===== src/rtl/one_word_sync_pkg.sv =====
`default_nettype none
// ============================================================================
// Module   : one_word_sync_pkg
// Purpose  : Shared constants for the one-word CDC holder controllers.
// Revision : 1.0 - initial release
// ============================================================================
package one_word_sync_pkg;

    localparam logic [0:0] ST_IDLE = 1'b0;
    localparam logic [0:0] ST_ACK  = 1'b1;

    localparam int DWID_DEF  = 32;
    localparam int CNT_W_DEF = 16;

endpackage : one_word_sync_pkg
`default_nettype wire


===== src/rtl/one_word_pop_ctrl_if.sv =====
`default_nettype none
// ============================================================================
// Module   : one_word_pop_ctrl_if
// Purpose  : Holder pop handshake plus downstream valid/ready stream.
// Revision : 1.0 - initial release
// ============================================================================
interface one_word_pop_ctrl_if
    import one_word_sync_pkg::*;
#(
    parameter int DWID = DWID_DEF
);

    logic            sync_pop_empty;
    logic [DWID-1:0] sync_data;
    logic            sync_pop_req;
    logic            m_valid;
    logic            m_ready;
    logic [DWID-1:0] m_data;

    modport master (
        input  sync_pop_empty, sync_data, m_ready,
        output sync_pop_req, m_valid, m_data
    );

    modport slave (
        output sync_pop_empty, sync_data, m_ready,
        input  sync_pop_req, m_valid, m_data
    );

endinterface : one_word_pop_ctrl_if
`default_nettype wire


===== src/rtl/ow_pop_fifo.sv =====
`default_nettype none
// ============================================================================
// Module   : ow_pop_fifo
// Purpose  : DEPTH-entry synchronous FIFO with flush and fall-through head.
// Revision : 1.0 - initial release
// ============================================================================
module ow_pop_fifo #(
    parameter int DWID  = 32,
    parameter int DEPTH = 2
) (
    input  wire logic                     clk,
    input  wire logic                     rst_n,
    input  wire logic                     wr_en,
    input  wire logic [DWID-1:0]          wr_data,
    input  wire logic                     rd_en,
    input  wire logic                     flush,
    output logic [$clog2(DEPTH):0]        cnt,
    output logic                          valid,
    output logic [DWID-1:0]               rd_data
);

    localparam int AW = $clog2(DEPTH);
    localparam int CW = AW + 1;

    logic [DWID-1:0] r_mem [DEPTH];
    logic [AW-1:0]   r_wr_ptr;
    logic [AW-1:0]   r_rd_ptr;
    logic [CW-1:0]   r_cnt;

    // Flush outranks a same-cycle write so a colliding capture is dropped.
    always_ff @(posedge clk or negedge rst_n) begin
        if (!rst_n) begin
            r_wr_ptr <= '0;
            r_rd_ptr <= '0;
            r_cnt    <= '0;
            for (int i = 0; i < DEPTH; i++) begin
                r_mem[i] <= '0;
            end
        end else if (flush) begin
            r_wr_ptr <= '0;
            r_rd_ptr <= '0;
            r_cnt    <= '0;
        end else begin
            if (wr_en) begin
                r_mem[r_wr_ptr] <= wr_data;
                r_wr_ptr        <= r_wr_ptr + AW'(1);
            end
            if (rd_en) begin
                r_rd_ptr <= r_rd_ptr + AW'(1);
            end
            case ({wr_en, rd_en})
                2'b10:   r_cnt <= r_cnt + CW'(1);
                2'b01:   r_cnt <= r_cnt - CW'(1);
                default: r_cnt <= r_cnt;
            endcase
        end
    end

    assign cnt     = r_cnt;
    assign valid   = (r_cnt != '0);
    assign rd_data = r_mem[r_rd_ptr];

endmodule : ow_pop_fifo
`default_nettype wire


===== src/rtl/one_word_pop_ctrl.sv =====
`default_nettype none
// ============================================================================
// Module   : one_word_pop_ctrl
// Purpose  : Pop-side controller: drains the one-word holder into a local FIFO,
//            one pop pulse per word. ONE_WORD_POP_CNT_EN adds pop_cnt.
// Revision : 1.0 - initial release
// ============================================================================
module one_word_pop_ctrl
    import one_word_sync_pkg::*;
#(
    parameter int DWID  = DWID_DEF,
    parameter int DEPTH = 2,
    parameter int CNT_W = CNT_W_DEF
) (
    input  wire logic                 clk,
    input  wire logic                 rst_n,
    one_word_pop_ctrl_if.master       bus,
    input  wire logic                 flush,
    output logic [$clog2(DEPTH):0]    fifo_cnt
`ifdef ONE_WORD_POP_CNT_EN
    ,
    output logic [CNT_W-1:0]          pop_cnt
`endif
);

    localparam int              CW      = $clog2(DEPTH) + 1;
    localparam logic [CW-1:0]   C_DEPTH = CW'(DEPTH);

    logic [0:0] r_state;
    logic [0:0] w_state_nxt;
    logic       w_fifo_rd;
    logic       w_space;
    logic       w_capture;

    assign w_fifo_rd = bus.m_valid & bus.m_ready;
    // A full FIFO still has room when the head leaves in the same cycle.
    assign w_space   = (fifo_cnt < C_DEPTH) || w_fifo_rd;

    always_ff @(posedge clk or negedge rst_n) begin
        if (!rst_n) begin
            r_state <= ST_IDLE;
        end else begin
            r_state <= w_state_nxt;
        end
    end

    always_comb begin
        w_state_nxt = r_state;
        case (r_state)
            ST_IDLE: if (!bus.sync_pop_empty && w_space) w_state_nxt = ST_ACK;
            ST_ACK:  w_state_nxt = ST_IDLE;
            default: w_state_nxt = ST_IDLE;
        endcase
    end

    // The pop pulse is the ACK state bit itself, so reset clears it at once.
    always_comb begin
        w_capture        = (r_state == ST_IDLE) && !bus.sync_pop_empty && w_space;
        bus.sync_pop_req = (r_state == ST_ACK);
    end

    ow_pop_fifo #(
        .DWID    (DWID),
        .DEPTH   (DEPTH)
    ) u_fifo (
        .clk     (clk),
        .rst_n   (rst_n),
        .wr_en   (w_capture),
        .wr_data (bus.sync_data),
        .rd_en   (w_fifo_rd),
        .flush   (flush),
        .cnt     (fifo_cnt),
        .valid   (bus.m_valid),
        .rd_data (bus.m_data)
    );

`ifdef ONE_WORD_POP_CNT_EN
    logic [CNT_W-1:0] r_pop_cnt;

    always_ff @(posedge clk or negedge rst_n) begin
        if (!rst_n) begin
            r_pop_cnt <= '0;
        end else if (bus.sync_pop_req) begin
            r_pop_cnt <= r_pop_cnt + CNT_W'(1);
        end
    end

    assign pop_cnt = r_pop_cnt;
`endif

endmodule : one_word_pop_ctrl
`default_nettype wire


===== src/flat_wrapper.sv =====
// flat-port wrapper written by rule: the top's interface ports become plain ports
module one_word_pop_ctrl_flat import one_word_sync_pkg::*;
#(
    parameter int DWID  = DWID_DEF,
    parameter int DEPTH = 2,
    parameter int CNT_W = CNT_W_DEF
)
  (clk, rst_n, flush, fifo_cnt, bus_sync_pop_empty, bus_sync_data, bus_m_ready, bus_sync_pop_req, bus_m_valid, bus_m_data);
  one_word_pop_ctrl_if #(.DWID(DWID)) bus_i ();
  input  wire logic clk;
  input  wire logic rst_n;
  input  wire logic flush;
  output logic [$clog2(DEPTH):0] fifo_cnt;
  input wire logic [$bits(bus_i.sync_pop_empty)-1:0] bus_sync_pop_empty;
  input wire logic [$bits(bus_i.sync_data)-1:0] bus_sync_data;
  input wire logic [$bits(bus_i.m_ready)-1:0] bus_m_ready;
  output wire logic [$bits(bus_i.sync_pop_req)-1:0] bus_sync_pop_req;
  output wire logic [$bits(bus_i.m_valid)-1:0] bus_m_valid;
  output wire logic [$bits(bus_i.m_data)-1:0] bus_m_data;
  assign bus_i.sync_pop_empty = bus_sync_pop_empty;
  assign bus_i.sync_data = bus_sync_data;
  assign bus_i.m_ready = bus_m_ready;
  assign bus_sync_pop_req = bus_i.sync_pop_req;
  assign bus_m_valid = bus_i.m_valid;
  assign bus_m_data = bus_i.m_data;
  one_word_pop_ctrl #(.DWID(DWID), .DEPTH(DEPTH), .CNT_W(CNT_W)) u_core (.clk(clk), .rst_n(rst_n), .bus(bus_i), .flush(flush), .fifo_cnt(fifo_cnt));
endmodule

===== config.mk =====
export PLATFORM = sky130hd
export DESIGN_NAME = one_word_pop_ctrl_flat
export DESIGN_NICKNAME = d
export VERILOG_FILES = /design/src/rtl/one_word_sync_pkg.sv /design/src/rtl/one_word_pop_ctrl_if.sv /design/src/rtl/ow_pop_fifo.sv /design/src/rtl/one_word_pop_ctrl.sv /design/src/flat_wrapper.sv
export SDC_FILE = /design/constraint.sdc
export NUM_CORES = 1
export LEC_CHECK = 0
export ABC_AREA = 1
export CORE_ASPECT_RATIO = 1.75
export CORE_UTILIZATION = 45
export CTS_CLUSTER_DIAMETER = 60
export DETAILED_ROUTE_END_ITERATION = 8
export PLACE_DENSITY_LB_ADDON = 0.1
export SYNTH_ARGS = -nofsm -noshare
export SYNTH_HDL_FRONTEND = slang
export SYNTH_SLANG_ARGS = --single-unit

===== constraint.sdc =====
create_clock -name clk -period 1.27 [get_ports clk]
set_input_delay 0.254 -clock clk [delete_from_list [all_inputs] [get_ports clk]]
set_output_delay 0.254 -clock clk [all_outputs]
set_load 0.01 [all_outputs]

==> impl_metrics.ini, run 1 <==
[sta]
fin_crit_ns = 1.62
timing.final.max_slew_violations = 0
worst_slew_pin_slew_ns = 0.470
fin_ws_ns = -0.348
hold_viol = 0
maxSlewHeadroom_pct = 68.6
finClkSkew_ns = 0.00334
finalSetupTns_ns = -26.84
hold_ws_ns = 0.459
fmax_ghz = 0.618
finalSetupViolations = 100
finalCritPeriodShare_pct = 127
grt_setup_unrepaired = true

[floorplan]
core_area_um2 = 7180
placementRows = 41
die_x_um = 66.9
dieArea_um2 = 7730
die_h_um = 116
initial_utilization_pct = 46.2
ios = 73

[worst_setup_path]
crit_end = u_core.u_fifo.r_mem[7]
criticalPathCategory = register to register
crit_arrival_ns = 1.88
r2r_slack_ns = -0.35
crit_top_cell = buf_12
path_cells = buf_6 -> inv_4 -> buf_6 -> nor2_4 -> nor2_8 -> nand3_4 -> buf_12 -> buf_12 -> buf_12 -> buf_16 -> o21ai_2
crit_required_ns = 1.53
cp-end-kind = register
cp_slowest_cell = dfrtp_1
start_kind = register
reg2reg_from = u_core.u_fifo.cnt[1]
r2r-end = u_core.u_fifo.r_mem[7]
slowest_delay_ns = 0.39
crit_fanout = 5
rr_worst_depth = 11
startpoint = u_core.u_fifo.cnt[1]

[global_route]
antenna_found_initial = 0
grt_max_degree = 70
grt_pass1_vias = 3063
track_usage_pct = 26.5
overflow = 0
grt_pass1_wl_mm = 14.8

[hold_path]
hp-class = input pin to async pin

[layout]
drive_above_1_share_pct = 52.6
multi_input_area_um2 = 1690
finalInstanceArea_um2 = 5570
final_cells = 594
n_fill_cell = 479
antenna_cells = 0
seq_area_um2 = 1730
final_core_util_pct = 77.5
area_delta_synth_final_pct = 67.8
final_nets = 540

[clock_network]
cts_tree = done
cts_num_sinks = 69
clk_pin_slew_ns = 0.05
cts_buffer_depth = 2
htreeDepth = 3
numCtsBuffers = 9
clockRootBuffer = clkbuf_16
worstSkewPairLatency_ns = 0.34

[drt]
wl_met2_mm = 5.15
wl_mm = 9.75
top_layer = met4
final_antenna_net_count = 0
wire_per_inst_um = 16.4
dr_wl_met3_um = 443
drtPass1Iterations = 4
drt-met1-wl_mm = 3.85
drt-vias-per-instance = 5.13
drtIter0Drc = 157
drc = 0
num_vias = 3050

[logic_synthesis]
syn_nets = 415
synthCells = 378
synth_top_area_cell = dfrtp_1
synth_top_area_share_pct = 52.0
avgSynthCellArea_um2 = 8.78
seq_area_frac_synth_pct = 52.0
synth_warnings = 0
netlist_top_cells_area = dfrtp_1 52%, nand2_1 19%, o21ai_2 12%, inv_1 4.2%, buf_6 3.1%
ys_ff_latch = 69
netlist_area_um2 = 3320
synth_cell_type_count = 21

[placement]
dp_slack_ns = -0.346
placed_area_um2 = 4290
place_congestion = 0.767
dp_hpwl_mm = 4.58
dp_cells = 545
numPortBuffers = 72

[status]
status = finished, violations left
violations = setup timing

[power_and_ir_drop]
leakagePower_nw = 2.79
p_per_area_nw_per_um2 = 2170
ir_drop_v = 0.00117
total_power_mw = 12.1

[run]
max-cap-violations = 0
## worst min-delay path by stage
| stage | startpoint | end | slack [ns] | depth (start not counted) |
|---|---|---|---|---|
| floorplan | rst_n | u_core.bus.sync_pop_req | -0.04 | 0 |
| global placement | rst_n | u_core.u_fifo.r_mem[29] | 0.31 | 2 |
| detailed placement | rst_n | u_core.bus.sync_pop_req | 0.31 | 2 |
| CTS | u_core.u_fifo.r_mem[22] | u_core.u_fifo.r_mem[22] | 0.48 | 2 |
| global route | rst_n | u_core.bus.sync_pop_req | 0.51 | 3 |
| finish | rst_n | u_core.bus.sync_pop_req | 0.46 | 3 |
## state kept, by name, summed over array words and instances (netlist names)
signal,count
u_core.bus.sync_pop_req,1
u_core.u_fifo.cnt,2
u_core.u_fifo.r_mem,64
u_core.u_fifo.r_rd_ptr,1
u_core.u_fifo.r_wr_ptr,1
## worst max-delay path, delay by kind of cell, from the launching register on
family / cells / cell delay (ns)
buf+inv: 7 / 0.80
flops: 1 / 0.39
simple gates: 3 / 0.25
compound gates: 1 / 0.11
## area by class of cell
type	instances	share of cell area, %
Sequential cell	69	31.0
Multi-Input combinational cell	251	30.3
Timing Repair Buffer	133	28.9
Clock buffer	15	4.81
Inverter	39	2.90
Tap cell	86	1.93
Clock inverter	1	0.0899
## Yosys cell counts
library cell	number
inv_1	37
buf_2	3
buf_8	3
o21ai_2	45
nor2_8	1
nand2_2	8
o21ai_0	4
nor2_1	2
nand4_1	2
clkbuf_1	5
dfrtp_1	69
inv_2	1
clkinv_1	1
o21ai_1	17
nand2_4	1
nand2_1	164
nand3_4	1
nand3_1	3
nor2_4	1
buf_6	9
a21oi_1	1
## cell families (layout without fill, tap and decap cells)
kind of cell / after synthesis / after routing / synth area share (%)
compound gates: 67 / 67 / 15.2
simple gates: 183 / 184 / 22.9
buf+inv: 59 / 188 / 9.84
flops: 69 / 69 / 52.0
## what timing repair did
action	CTS	global route
hold buffers	1	0
endpoints found under the hold margin	69	0
endpoints found under the setup margin	92	102
setup buffers	18	1
pin swaps	22	29
gates resized for setup	233	101
cloned	16	0
## per-layer routing
metal  global-route usage, %  up-vias
met5                       0        -
met1                    32.7     1501
met3                    4.92       25
li1                        -     1432
met2                    44.1       92
met4                    12.1        0
## placed cells by master (no fill, tap or decap), drive strengths merged, types with 2 or more instances in the layout
cell and instances:
nand3 4, clkdlybuf4s50 35, clkinv 2, dfrtp 69, buf 96, clkbuf 15, inv 38, nand2 174
nor2 4, nand4 2, o21ai 66
## where the power goes
group | internal, mW | total (mW) | switching [mW] | leakage [nW]
Combinational | 2.97 | 5.64 | 2.67 | 1.79
Clock | 1.43 | 2.31 | 0.882 | 0.134
Sequential | 3.23 | 4.14 | 0.905 | 0.868
Power figures use the tool's default switching activity.
==> run 2: changes to the inputs <==
--- a/config.mk
+++ b/config.mk
@@ -11,6 +11,7 @@
 export CTS_CLUSTER_DIAMETER = 60
 export DETAILED_ROUTE_END_ITERATION = 8
 export PLACE_DENSITY_LB_ADDON = 0.1
+export SLEW_MARGIN = 20
 export SYNTH_ARGS = -nofsm -noshare
 export SYNTH_HDL_FRONTEND = slang
 export SYNTH_SLANG_ARGS = --single-unit
==> results of run 2 <==
Same layout as run 1: the final DEF is identical, and so are final timing and power.
==> run 3: changes to the inputs <==
--- a/config.mk
+++ b/config.mk
@@ -7,6 +7,7 @@
 export LEC_CHECK = 0
 export ABC_AREA = 1
 export CORE_ASPECT_RATIO = 1.75
+export CORE_MARGIN = 4
 export CORE_UTILIZATION = 45
 export CTS_CLUSTER_DIAMETER = 60
 export DETAILED_ROUTE_END_ITERATION = 8
==> run 3 against run 2 <==
Compared with the run above: the run still ends with setup timing left; via count up 1.9%; largest power group unchanged; critical endpoint is now bus_m_data[11]; global-route usage fell by 5.3 points; sequential share of layout area decreased by 2.0 points; final area increased by 7.0%; sequential power grew 7.0%; die area up 15%; clock power is 5% lower; critical path depth decreased by 5; total power grew 9.5%; sequential cell count is the same; register-to-register slack improved by 0.04 ns.
==> impl_metrics.ini, run 3 (synthesis gave the netlist of run 1 again) <==
[sta]
fin_crit_ns = 1.65
grt_setup_unrepaired = true
maxSlewHeadroom_pct = 68.9
hold_ws_ns = 0.464
finalSetupViolations = 102
fmax_ghz = 0.608
timing.final.max_slew_violations = 0
finClkSkew_ns = 0.00540
fin_ws_ns = -0.375
finalCritPeriodShare_pct = 130
worst_slew_pin_slew_ns = 0.467
hold_viol = 0

[floorplan]
initial_utilization_pct = 46.2
dieArea_um2 = 8870
core_area_um2 = 7180
die_h_um = 122
placementRows = 41
ios = 73
die_x_um = 72.9

[drt]
drtIter0Drc = 198
wl_mm = 11.1
num_vias = 3108
drt-vias-per-instance = 5.25
drc = 0
drtPass1Iterations = 4
wire_per_inst_um = 18.8
final_antenna_net_count = 0

[status]
violations = setup timing
status = finished, violations left

[clock_network]
cts_buffer_depth = 2
clk_pin_slew_ns = 0.06
cts_tree = done
worstSkewPairLatency_ns = 0.33
clockRootBuffer = clkbuf_16
cts_num_sinks = 69
htreeDepth = 3
numCtsBuffers = 9

[layout]
drive_above_1_share_pct = 57.3
mostFrequentLayoutCells = 74 x nand2_4, 69 x dfrtp_1, 55 x nand2_1, 55 x o21ai_2, 42 x nand2_2
largest-register = u_core.u_fifo.r_mem
final_nets = 538
largest_reg_flops = 64
antenna_cells = 0
n_fill_cell = 409
area_delta_synth_final_pct = 79.5
final_common_cell = nand2_4
finalInstanceArea_um2 = 5960

[global_route]
grt_max_degree = 70
antenna_found_initial = 0
grt_pass1_wl_mm = 14.3
track_usage_pct = 21.2
grt_pass1_vias = 2922
overflow = 0

[placement]
dp_hpwl_mm = 4.62
place_congestion = 0.772
numPortBuffers = 72
dp_slack_ns = -0.338
placed_area_um2 = 4230

[worst_setup_path]
crit_family = buffers and inverters
start_kind = register
cp_slowest_cell = dfrtp_1
slowest_delay_ns = 0.40
criticalPathCategory = register to output port
cp-end-kind = output port
crit_fanout = 6
crit_arrival_ns = 1.39
path_cells = buf_6 -> clkinv_8 -> clkbuf_16 -> nand2_2 -> nand2_1 -> buf_2
crit_buf_inv = 4
crit_required_ns = 1.02

[power_and_ir_drop]
leakagePower_nw = 2.89
total_power_mw = 13.2
ir_drop_v = 0.00149
p_per_area_nw_per_um2 = 2220

[hold_path]
hp-class = input pin to async pin

[run]
max-cap-violations = 0
==> run 3: worst paths after layout <==
| path | from | depth (start not counted) | end | slack (ns) |
|---|---|---|---|---|
| max in group asynchronous | rst_n | 3 | u_core.u_fifo.r_mem[39] | 0.49 |
| min reg2reg | u_core.u_fifo.r_mem[24] | 2 | u_core.u_fifo.r_mem[24] | 0.49 |
| max reg2reg | u_core.u_fifo.cnt[1] | 10 | u_core.u_fifo.r_mem[33] | -0.31 |
| min in group clk | u_core.u_fifo.r_mem[24] | 2 | u_core.u_fifo.r_mem[24] | 0.49 |
| max | u_core.u_fifo.r_rd_ptr | 6 | bus_m_data[11] | -0.38 |
| min | rst_n | 3 | u_core.bus.sync_pop_req | 0.46 |
==> run 3: stage by stage <==
step | utilization [%] | setup TNS, ns | cells
finish | 82.9 | -28.47 | 592
global route | 82.9 | -33.47 | 592
CTS | 70.4 | -18.69 | 579
detailed placement | 58.9 | -27.21 | 540
global placement | 58.9 | -25.44 | 540
floorplan | - | 0 | 378
==> run 3: where the power goes <==
group	total [mW]	internal, mW	switching, mW	leakage (nW)
clock	2.20	1.32	0.887	0.125
combinational	6.60	3.59	3.01	1.90
sequential	4.43	3.23	1.20	0.870
total	13.2	8.13	5.10	2.89
==> run 3: layout make-up <==
| type | instances | area, um2 | area share (%) |
|---|---|---|---|
| multi-input combinational | 251 | 2050 | 34.4 |
| sequential | 69 | 1730 | 29.0 |
| timing repair buffer | 131 | 1660 | 27.8 |
| clock buffer | 14 | 244 | 4.10 |
| inverter | 39 | 161 | 2.71 |
| tap | 86 | 108 | 1.81 |
| clock inverter | 2 | 10.0 | 0.168 |
==> run 3: timing repair <==
item	4_1_cts	5_1_grt
setup buffers	12	4
cloned	10	10
hold buffers	1	0
gates resized for setup	246	163
hold endpoints to repair	69	0
pin swaps	7	19
setup endpoints to repair	54	103
==> run 3: routing by layer <==
layer	share of wire [%]	GRT usage, %	vias up
met5	0	0	-
met4	2.3	8.20	0
met3	4.5	5.04	25
met2	56	35.4	94
met1	37	26.1	1559
li1	-	-	1430
==> run 3: worst register-to-register path: stages (launching register included) <==
cell and delay [ns]:
dfrtp_1 0.39, buf_6 0.13, inv_4 0.05, buf_6 0.09
nor2_4 0.04, nor2_8 0.15, buf_6 0.16, nand2_8 0.11
clkbuf_16 0.23, nand2_1 0.08, o21ai_2 0.05
